**src/rtl/bnn_pkg.sv**
```systemverilog
// Shared types and constants for the binary CNN inference controller.
package bnn_pkg;

    typedef enum logic [1:0] {
        S_LOAD = 2'd0,
        S_RUN  = 2'd1,
        S_OUT  = 2'd2
    } state_t;

    localparam int IMG_W_DEF = 28;
    localparam int IMG_H_DEF = 28;
    localparam int CW_DEF    = 4;

    localparam int L_CONV1  = 0;
    localparam int L_CONV2  = 1;
    localparam int L_FC     = 2;
    localparam int L_ARGMAX = 3;

endpackage

```
**src/rtl/bnn_wt_wr_reg.sv**
```systemverilog
// Registered weight-write forwarder: decodes the destination layer into a
// one-cycle one-hot strobe and flags beats aimed at a non-existent layer.
module bnn_wt_wr_reg
    import bnn_pkg::*;
#(
    parameter int N_LAYERS = 4,
    parameter int LW       = 2,
    parameter int AW       = 11,
    parameter int WDW      = 33
) (
    input  logic                clk,
    input  logic                rst_n,
    input  logic                accept,
    input  logic [LW-1:0]       layer,
    input  logic [AW-1:0]       addr,
    input  logic [WDW-1:0]      data,
    input  logic                err_clr,
    output logic [N_LAYERS-1:0] wr_en,
    output logic [AW-1:0]       wr_addr,
    output logic [WDW-1:0]      wr_data,
    output logic                wt_err
);

    logic [N_LAYERS-1:0] dec;
    logic                bad_layer;

    // One-hot decode of the layer index; an out-of-range index decodes to zero.
    always_comb begin
        dec = '0;
        for (int i = 0; i < N_LAYERS; i++) begin
            dec[i] = (int'(layer) == i);
        end
        bad_layer = (int'(layer) >= N_LAYERS);
    end

    // Strobe lives for exactly one cycle after the accepted beat; the error is sticky.
    always_ff @(posedge clk or negedge rst_n) begin
        if (!rst_n) begin
            wr_en   <= '0;
            wr_addr <= '0;
            wr_data <= '0;
            wt_err  <= 1'b0;
        end else begin
            wr_en <= accept ? dec : '0;
            if (accept) begin
                wr_addr <= addr;
                wr_data <= data;
            end
            wt_err <= (wt_err & ~err_clr) | (accept & bad_layer);
        end
    end

endmodule

```
**src/rtl/bnn_infer_ctrl.sv**
```systemverilog
// Frame/weight ingest and layer sequencer for the binary CNN classifier:
// loads a frame row by row, starts each compute layer in turn under a
// watchdog, and presents the final class over a valid/ready port.
module bnn_infer_ctrl
    import bnn_pkg::*;
#(
    parameter int IMG_W    = IMG_W_DEF,
    parameter int IMG_H    = IMG_H_DEF,
    parameter int N_LAYERS = 4,
    parameter int LW       = 2,
    parameter int AW       = 11,
    parameter int WDW      = 33,
    parameter int CW       = CW_DEF,
    parameter int TIMEOUT  = 65535
) (
    input  logic                   clk,
    input  logic                   rst_n,
    input  logic                   row_valid,
    output logic                   row_ready,
    input  logic [IMG_W-1:0]       row_data,
    input  logic                   row_last,
    input  logic                   wt_valid,
    output logic                   wt_ready,
    input  logic [LW-1:0]          wt_layer,
    input  logic [AW-1:0]          wt_addr,
    input  logic [WDW-1:0]         wt_data,
    output logic [N_LAYERS-1:0]    wt_wr_en,
    output logic [AW-1:0]          wt_wr_addr,
    output logic [WDW-1:0]         wt_wr_data,
    output logic [IMG_H*IMG_W-1:0] img_buf,
    output logic [N_LAYERS-1:0]    layer_start,
    input  logic [N_LAYERS-1:0]    layer_done,
    input  logic [CW-1:0]          class_in,
    output logic                   class_out_valid,
    input  logic                   class_out_ready,
    output logic [CW-1:0]          class_out,
    input  logic                   abort,
    input  logic                   err_clr,
    output logic                   frame_err,
    output logic                   wt_err,
    output logic                   timeout_err,
    output logic [15:0]            frames_done
);

    localparam int RCW = (IMG_H > 1) ? $clog2(IMG_H) : 1;
    localparam int TW  = (TIMEOUT > 1) ? $clog2(TIMEOUT) : 1;
    localparam logic [RCW-1:0]      ROW_LAST = RCW'(IMG_H - 1);
    localparam logic [TW-1:0]       WD_LAST  = (TIMEOUT > 0) ? TW'(TIMEOUT - 1) : '0;
    localparam bit                  WD_EN    = (TIMEOUT > 0);
    localparam logic [N_LAYERS-1:0] FIRST_OH = N_LAYERS'(1);

    state_t              state;
    logic [RCW-1:0]      row_cnt;
    logic [LW-1:0]       idx;
    logic [TW-1:0]       wd_cnt;
    logic                load_rdy;

    logic [N_LAYERS-1:0] idx_oh;
    logic [N_LAYERS-1:0] next_oh;
    logic                row_acc;
    logic                row_end;
    logic                frame_evt;
    logic                last_layer;
    logic                done_hit;
    logic                wd_expire;

    assign row_ready = load_rdy;
    assign wt_ready  = load_rdy;

    // Decode of the current layer, accepted-row framing, done and watchdog events.
    always_comb begin
        idx_oh  = '0;
        next_oh = '0;
        for (int i = 0; i < N_LAYERS; i++) begin
            idx_oh[i]  = (int'(idx) == i);
            next_oh[i] = (int'(idx) + 1 == i);
        end
        row_acc    = row_valid & load_rdy & ~abort;
        row_end    = (row_cnt == ROW_LAST);
        frame_evt  = row_acc & (row_end ? ~row_last : row_last);
        last_layer = (int'(idx) == N_LAYERS - 1);
        // The start-pulse cycle itself never counts as completion.
        done_hit   = ~abort & (state == S_RUN) & ~(|layer_start) & (|(layer_done & idx_oh));
        wd_expire  = WD_EN & ~abort & (state == S_RUN) & ~done_hit & (wd_cnt == WD_LAST);
    end

    // Main sequencer: frame load, per-layer start/done stepping, result hold.
    always_ff @(posedge clk or negedge rst_n) begin
        if (!rst_n) begin
            state           <= S_LOAD;
            row_cnt         <= '0;
            idx             <= LW'(L_CONV1);
            wd_cnt          <= '0;
            load_rdy        <= 1'b0;
            layer_start     <= '0;
            class_out_valid <= 1'b0;
            class_out       <= '0;
            frames_done     <= '0;
            img_buf         <= '0;
        end else begin
            layer_start <= '0;
            if (abort) begin
                state           <= S_LOAD;
                row_cnt         <= '0;
                idx             <= LW'(L_CONV1);
                wd_cnt          <= '0;
                load_rdy        <= 1'b1;
                class_out_valid <= 1'b0;
            end else begin
                case (state)
                    S_LOAD: begin
                        load_rdy <= 1'b1;
                        if (row_acc) begin
                            for (int r = 0; r < IMG_H; r++) begin
                                if (int'(row_cnt) == r) begin
                                    img_buf[r*IMG_W +: IMG_W] <= row_data;
                                end
                            end
                            if (row_end && row_last) begin
                                row_cnt     <= '0;
                                state       <= S_RUN;
                                idx         <= LW'(L_CONV1);
                                wd_cnt      <= '0;
                                layer_start <= FIRST_OH;
                                load_rdy    <= 1'b0;
                            end else if (frame_evt) begin
                                row_cnt <= '0;
                            end else begin
                                row_cnt <= row_cnt + 1'b1;
                            end
                        end
                    end
                    S_RUN: begin
                        if (done_hit) begin
                            if (last_layer) begin
                                class_out       <= class_in;
                                class_out_valid <= 1'b1;
                                frames_done     <= frames_done + 16'd1;
                                state           <= S_OUT;
                            end else begin
                                idx         <= idx + 1'b1;
                                layer_start <= next_oh;
                                wd_cnt      <= '0;
                            end
                        end else if (wd_expire) begin
                            state    <= S_LOAD;
                            idx      <= LW'(L_CONV1);
                            load_rdy <= 1'b1;
                        end else begin
                            wd_cnt <= wd_cnt + 1'b1;
                        end
                    end
                    S_OUT: begin
                        if (class_out_ready) begin
                            class_out_valid <= 1'b0;
                            state           <= S_LOAD;
                            load_rdy        <= 1'b1;
                        end
                    end
                    default: begin
                        state    <= S_LOAD;
                        load_rdy <= 1'b1;
                    end
                endcase
            end
        end
    end

    // Sticky framing and watchdog errors; a new event outranks a clear.
    always_ff @(posedge clk or negedge rst_n) begin
        if (!rst_n) begin
            frame_err   <= 1'b0;
            timeout_err <= 1'b0;
        end else begin
            frame_err   <= (frame_err & ~err_clr) | frame_evt;
            timeout_err <= (timeout_err & ~err_clr) | wd_expire;
        end
    end

    bnn_wt_wr_reg #(
        .N_LAYERS (N_LAYERS),
        .LW       (LW),
        .AW       (AW),
        .WDW      (WDW)
    ) u_wt_wr (
        .clk     (clk),
        .rst_n   (rst_n),
        .accept  (wt_valid & load_rdy),
        .layer   (wt_layer),
        .addr    (wt_addr),
        .data    (wt_data),
        .err_clr (err_clr),
        .wr_en   (wt_wr_en),
        .wr_addr (wt_wr_addr),
        .wr_data (wt_wr_data),
        .wt_err  (wt_err)
    );

endmodule

```
**config.mk**
```make
export PLATFORM = sky130hd
export DESIGN_NAME = bnn_infer_ctrl
export DESIGN_NICKNAME = d
export VERILOG_FILES = /design/src/rtl/bnn_pkg.sv /design/src/rtl/bnn_wt_wr_reg.sv /design/src/rtl/bnn_infer_ctrl.sv
export SDC_FILE = /design/constraint.sdc
export NUM_CORES = 1
export LEC_CHECK = 0
export ABC_AREA = 1
export BUFFER_PORTS_ARGS = -buffer_cell sky130_fd_sc_hd__buf_2
export CORE_AREA = 4 4 366 368
export DETAILED_ROUTE_END_ITERATION = 12
export DIE_AREA = 0 0 370 372
export PLACE_DENSITY = 0.47
export SYNTH_ARGS = -nofsm -noshare
export SYNTH_HDL_FRONTEND = slang
export SYNTH_SLANG_ARGS = --single-unit
```
**constraint.sdc**
```tcl
create_clock -name clk -period 2 [get_ports clk]
set_input_delay 0.2 -clock clk [delete_from_list [all_inputs] [get_ports clk]]
set_output_delay 0.2 -clock clk [all_outputs]
set_load 0.01 [all_outputs]
```
======== Yosys cells after proc, flatten, opt, wreduce, memory -nomap -nowiden ========
Index checks and enable logic that the tools add are counted.
word-level totals
  flip-flop bits (word level) ............. 886
  input bits .............................. 90
  output and inout port bits .............. 862
  logic and storage cells ................. 212
operators by class
  add/subtract/negate cells ............... 5
  eq/ne operators ......................... 51
  mux-type cells .......................... 46
  bitwise operators ....................... 20
  reduce and logical (&&, ||, !) cells .... 47
operator list
  operator                                              count
  AND reduction 4 bit                                   30
  two-way mux 16 bit                                    6
  equality test 5 bit, second input constant            17
  equality test 5 x 4 -> 1 bit, second input constant   8
  adder 16 x 1 -> 16 bit, second input constant         2
  equality test 32 x 2 -> 1 bit, second input constant  1
  equality test 32 x 3 -> 1 bit, second input constant  1
  zero test 32 bit                                      1
  case mux 16 bit (2 select lines)                      1
  two-way mux 5 bit                                     5
  two-way mux 2 bit                                     12
  != test 3 bit, second input constant                  7
  equality test 16 bit, second input constant           1
  two-way mux 4 bit                                     4
  != test 4 bit, second input constant                  4
  AND reduction 5 bit                                   3
  two-way mux 1 bit                                     13
  bitwise AND 1 bit                                     12
  equality test 2 bit, second input constant            5
  equality test 5 x 3 -> 1 bit, second input constant   2
  case mux 4 bit (2 select lines)                       1
  OR reduction 4 bit                                    2
  equality test 2 x 1 -> 1 bit, second input constant   3
  zero test 2 bit                                       3
  other kinds (18)                                      25

======== Longest topological paths before layout ========
  depth in word-level cells ............... 11
  gate-level depth with buffers ........... 12
  depth with buffers taken out ............ 11

======== Modules after synthesis ========
A second synthesis with hierarchy kept.
unflattened totals
  cell total of the unflattened synthesis .. 3309
  area total of the unflattened synthesis .. 33420.8 um^2
by module, submodules not included
  module          instances  cells each  area an instance (um^2)  sequential area each (um^2)
  bnn_infer_ctrl  1          3108        31544.0                  20945.1
  bnn_wt_wr_reg   1          201         1876.8                   1226.2

======== Least setup slack after synthesis ========
No wires, ideal clock.
  kind .................................... reg-to-reg
  from .................................... register row_cnt[0]
  to ...................................... register wd_cnt[8]
  library setup time ...................... 0.123 ns
  arrival time ............................ 1.695 ns
  required time ........................... 1.877 ns
  slack ................................... 0.182 ns
  stages on the path, launching flop included .. 13
  buffers on the path ..................... 1
  period minus slack after synthesis ...... 1.818 ns
  path through ............................ dfrtp_1 ha_1 inv_1 nor3_2 ha_1 a21oi_1 nor2_1 nand2_2 inv_1 nand2_1 buf_4 nand2_1 o21ai_1
on the way
  longest elaborated chain between the ends .. 4
RTL lines
  item                                  RTL line               source
  from (decl)                           bnn_infer_ctrl.sv:53   logic [RCW-1:0] row_cnt;
  from (signal assigned)                bnn_infer_ctrl.sv:129  row_cnt <= row_cnt + 1'b1;
  equality test 5 bit                   bnn_infer_ctrl.sv:79   row_end = (row_cnt == ROW_LAST);
  logical AND 1 bit                     bnn_infer_ctrl.sv:119  if (row_end && row_last) begin
  != test 3 bit (no source line)        --
  AND reduction 5 bit (no source line)  --
  to (signal assigned)                  bnn_infer_ctrl.sv:150  wd_cnt <= wd_cnt + 1'b1;
  to (decl)                             bnn_infer_ctrl.sv:55   logic [TW-1:0] wd_cnt;
No other way between the ends.
A chain may end at the register's enable or synchronous reset.

======== Worst setup path in the final report ========
  from .................................... register idx[0]
  to ...................................... register state[1]
on the way
  longest elaborated chain between the ends .. 9
  elaborated cells between the ends (all ways) .. 16
  classes of those cells .................. eq/ne: 5; mux: 3; bitwise: 5; reduce/logical: 3
RTL lines
  item                                         RTL line               source
  from (decl)                                  bnn_infer_ctrl.sv:54   logic [LW-1:0] idx;
  from (signal assigned)                       bnn_infer_ctrl.sv:92   idx <= LW'(L_CONV1);
  from (signal assigned)                       bnn_infer_ctrl.sv:105  idx <= LW'(L_CONV1);
  from (signal assigned)                       bnn_infer_ctrl.sv:122  idx <= LW'(L_CONV1);
  equality test 2 bit (tied with other cells)  bnn_infer_ctrl.sv:75   idx_oh[i] = (int'(idx) == i);
  bitwise AND 4 bit                            bnn_infer_ctrl.sv:83   done_hit = ~abort & (state == S_RUN) & ~(|layer_start) & (|(layer_done & idx_oh));
  OR reduction 4 bit                           bnn_infer_ctrl.sv:83
  bitwise AND 1 bit                            bnn_infer_ctrl.sv:83
  inverter 1 bit                               bnn_infer_ctrl.sv:84   wd_expire = WD_EN & ~abort & (state == S_RUN) & ~done_hit & (wd_cnt == WD_LAST);
  bitwise AND 1 bit (2 in series)              bnn_infer_ctrl.sv:84
  != test 4 bit (no source line)               --
  AND reduction 5 bit (no source line)         --
  to (signal assigned)                         bnn_infer_ctrl.sv:90   state <= S_LOAD;
  to (signal assigned)                         bnn_infer_ctrl.sv:103  state <= S_LOAD;
  to (signal assigned)                         bnn_infer_ctrl.sv:121  state <= S_RUN;
  to (decl)                                    bnn_infer_ctrl.sv:52   state_t state;
Parallel ways exist; a longest one is shown, timed or not.

==> flow_metrics.py <==
metrics = {
    "synthesis": {
        "ys_top_cells_by_area": "dfrtp_1, nand2_1, o21ai_1",
        "seq_area_frac_synth_pct": 66.8,
        "netlist.area_leader.share_pct": 66.8,
        "syn-num-nets": 3289,
        "synthXorXnorAreaFrac_pct": 0.422,
        "synthAdderAreaFrac_pct": 0.565,
        "syn-cell-area_sq_mm": 0.0332,
        "synth_compound_area_share_pct": 12.7,
        "synth_edf_count": 0,
        "yosysWarnings": 0,
        "synth.avg_cell_area_sq_um": 10.4,
        "synth_top_family_by_area": "simple AND/OR/NAND/NOR gates",
        "synth_seq_cells": 886,
        "synthCells": 3184,
        "synth-simple-area-share_pct": 12.7,
        "yosys.cell_types.count": 33,
        "synth_top_area_cell": "dfrtp_1",
        "yosys_most_used_dff": "dfrtp_1",
        "synthArstFlopShare_pct": 100,
        "synthMuxAreaShare_pct": 1.52,
    },
    "die": {
        "coreArea_sq_mm": 0.131,
        "die_x_microns": 370,
        "die_y_microns": 372,
        "initial_core_util_pct": 25.4,
        "io_pins": 952,
        "rows": 133,
        "die_area_sq_mm": 0.138,
    },
    "setup_path": {
        "path_max_fanout": 7,
        "cp.required_ns": 2.58,
        "cp-end-kind": "flip-flop",
        "r2r_end": "state[1]$_DFFE_PN0P_",
        "r2r_cells": 7,
        "cp_slowest_cell": "dlygate4sd3_1",
        "path_cells": "inv_2 > ha_2 > nand2_1 > nand4_1 > nand3_4 > nand2_1 > dlygate4sd3_1",
        "timing.rr.start": "idx[0]$_DFFE_PN0P_",
        "reg2reg_slack_ns": 0.09,
        "critPathArrivalTime_ns": 2.50,
        "cpPeakStageDelay_ns": 0.56,
        "path_class": "flip-flop to flip-flop",
        "crit_top_cell": "nand2_1",
        "startpoint_type": "flip-flop",
    },
    "routing": {
        "routed_wl_microns": 133000,
        "postRouteAntennaNets": 0,
        "wl_per_cell_microns": 21.9,
        "vias": 26400,
        "vias_per_cell": 4.37,
        "drc": 0,
        "dr.pass1.iters": 7,
        "drt_iter0_drc": 2090,
    },
    "timing": {
        "setup_viol_count_final": 0,
        "worst_pin_slew_ns": 0.632,
        "slew_viol_final": 0,
        "hold_viol": 0,
        "setup_ws_ns": 0.0867,
        "clock.fmax_mhz": 523,
        "skew_ns": 0.0319,
        "slew_headroom_pct": 57.8,
        "period_share_pct": 95.7,
        "fin_crit_ns": 1.91,
    },
    "flow_run": {
        "cap_violations": 0,
    },
    "hold_path": {
        "min_to": "img_buf[253]$_DFFE_PN0P_",
        "holdPathStages": 4,
        "hold_class": "input port to flip-flop",
        "min_from": "row_data[1]",
    },
    "pwr": {
        "power-per-cell-area_mw_per_mm2": 1000,
        "ir_drop_mv": 0.604,
        "p_leak_nw": 23.3,
    },
    "placement": {
        "pre_cts_ws_ns": -0.00479,
        "postPlaceCellArea_sq_mm": 0.0405,
        "gp_congestion": 0.782,
        "dp_hpwl_microns": 88700,
        "numPortBuffers": 951,
        "placed_cells": 5768,
    },
    "cts": {
        "clock-root-buffer": "clkbuf_16",
        "clockBufferDepth": 3,
        "cts.sinks": 886,
        "cts.clk_slew.worst_paths_ns": 0.06,
        "htree_levels": 3,
        "clk_latency_ns": 0.71,
        "cts_tree": "yes",
        "cts_inserted_buffers": 100,
    },
    "final_layout": {
        "regArea_sq_mm": 0.0222,
        "nFillCells": 13500,
        "layout_common_cells": "buf_2, nand2_1, dfrtp_1",
        "multi_input_area_sq_mm": 0.00947,
        "final_cells": 6049,
        "layout_commonest_cell": "buf_2",
        "layout-drive-gt1-share_pct": 32.8,
        "final_area_sq_mm": 0.0450,
        "syn_to_final_growth_pct": 35.6,
        "fin_nets": 4313,
    },
    "global_route": {
        "grt_pass1_vias": 26000,
        "grt_max_degree": 83,
        "grt_pass1_wl_microns": 189000,
        "antenna_found_initial": 13,
        "grtUsageTotal_pct": 18.8,
        "grt_overflow": 0,
    },
    "outcome": {
        "status": "finished, final reports clean",
    },
}
[routing by layer]
metal,routed length (microns),vias up,global-route usage [%]
met5,0,-,0
met2,62000,962,30.5
met1,56100,12800,24.3
met4,3300,0,5.54
met3,11200,158,5.46
li1,-,12500,-
[sequential cells by signal, indices dropped and copies added, names as in the netlist]
register	count
state	2
class_out_valid	1
idx	2
timeout_err	1
class_out	4
wd_cnt	16
row_cnt	5
frame_err	1
img_buf	784
frames_done	16
u_wt_wr.wt_err	1
u_wt_wr.wr_data	33
row_ready	1
u_wt_wr.wr_en	4
u_wt_wr.wr_addr	11
layer_start	4
[cells in the mapped netlist (16+ instances only)]
library cell  instances
nor2_1               74
inv_1                87
o21ai_1             416
dfrtp_1             886
o21ai_0             362
buf_2                48
mux2_2               44
nand4_1              16
buf_6                41
clkbuf_1            111
nand2_1             921
nand3_1              35
buf_4                30
o21ai_2              30
[how the worst max path moves through the flow]
stage,slack [ns],to,from,depth (start not counted)
4_1_cts,0.02,img_buf[443]$_DFFE_PN0P_,row_cnt[1]$_DFFE_PN0P_,8
3_3_place_gp,0.04,wd_cnt[15]$_DFFE_PN0P_,row_cnt[0]$_DFFE_PN0P_,11
2_1_floorplan,0.18,wd_cnt[8]$_DFFE_PN0P_,row_cnt[0]$_DFFE_PN0P_,12
6_report,0.09,state[1]$_DFFE_PN0P_,idx[0]$_DFFE_PN0P_,7
3_5_place_dp,-0.005,wd_cnt[8]$_DFFE_PN0P_,row_cnt[1]$_DFFE_PN0P_,11
5_1_grt,-0.02,state[1]$_DFFE_PN0P_,idx[0]$_DFFE_PN0P_,7
[where the power goes]
| group | switching [W] | leakage [nW] | internal (W) |
|---|---|---|---|
| clock network | 0.00773 | 1.72 | 0.0113 |
| logic | 0.00366 | 9.51 | 0.00219 |
| registers | 0.000843 | 12.1 | 0.0195 |
[stage by stage]
| stage | hold slack (ns) | utilization, % | total power (W) | setup TNS [ns] |
|---|---|---|---|---|
| after floorplan | -0.0956 | - | 0.0229 | 0 |
| after global placement | 0.184 | 31.0 | 0.0263 | 0 |
| after detailed placement | 0.182 | 31.0 | 0.0264 | -0.00479 |
| after CTS | 0.00129 | 34.3 | 0.0459 | 0 |
| after global routing | 0.0931 | 34.4 | 0.0473 | -0.0680 |
| final | 0.114 | 34.4 | 0.0452 | 0 |
[area by class of cell]
cell class	instances	area share, %
Sequential cell	886	49.3
Clock buffer	150	6.76
Tap cell	1755	4.88
Antenna cell	4	0.0222
Multi-Input combinational cell	1970	21.0
Clock inverter	34	0.915
Timing Repair Buffer	1159	16.3
Inverter	91	0.759
[repair_timing]
action | in CTS | in global routing
setup endpoints to repair | 11 | 185
gates cloned | 1 | 2
gates resized for setup | 1 | 31
pin swaps | 1 | 7
hold buffers | 86 | 0
hold endpoints to repair | 1256 | 0
buffers inserted | 0 | 4
[cells by family (layout without fill, tap and decap cells)]
kind of cell / Yosys count / count (layout)
multiplexers: 45 / 45
flip-flops: 886 / 886
AND/OR/NAND/NOR: 1073 / 1076
AO/OA/AOI/OAI: 818 / 818
XOR/XNOR: 16 / 16
buffers and inverters: 331 / 1434
other: 0 / 4
adder cells (fa/ha/maj): 15 / 15
[critical path: cells and delay by family, from the launching register on]
| family | cells | cell delay, ns |
|---|---|---|
| fa+ha+maj | 1 | 0.19 |
| flops | 1 | 0.42 |
| simple gates | 4 | 0.54 |
| buf+inv | 2 | 0.64 |
(Power assumes the default switching activity.)
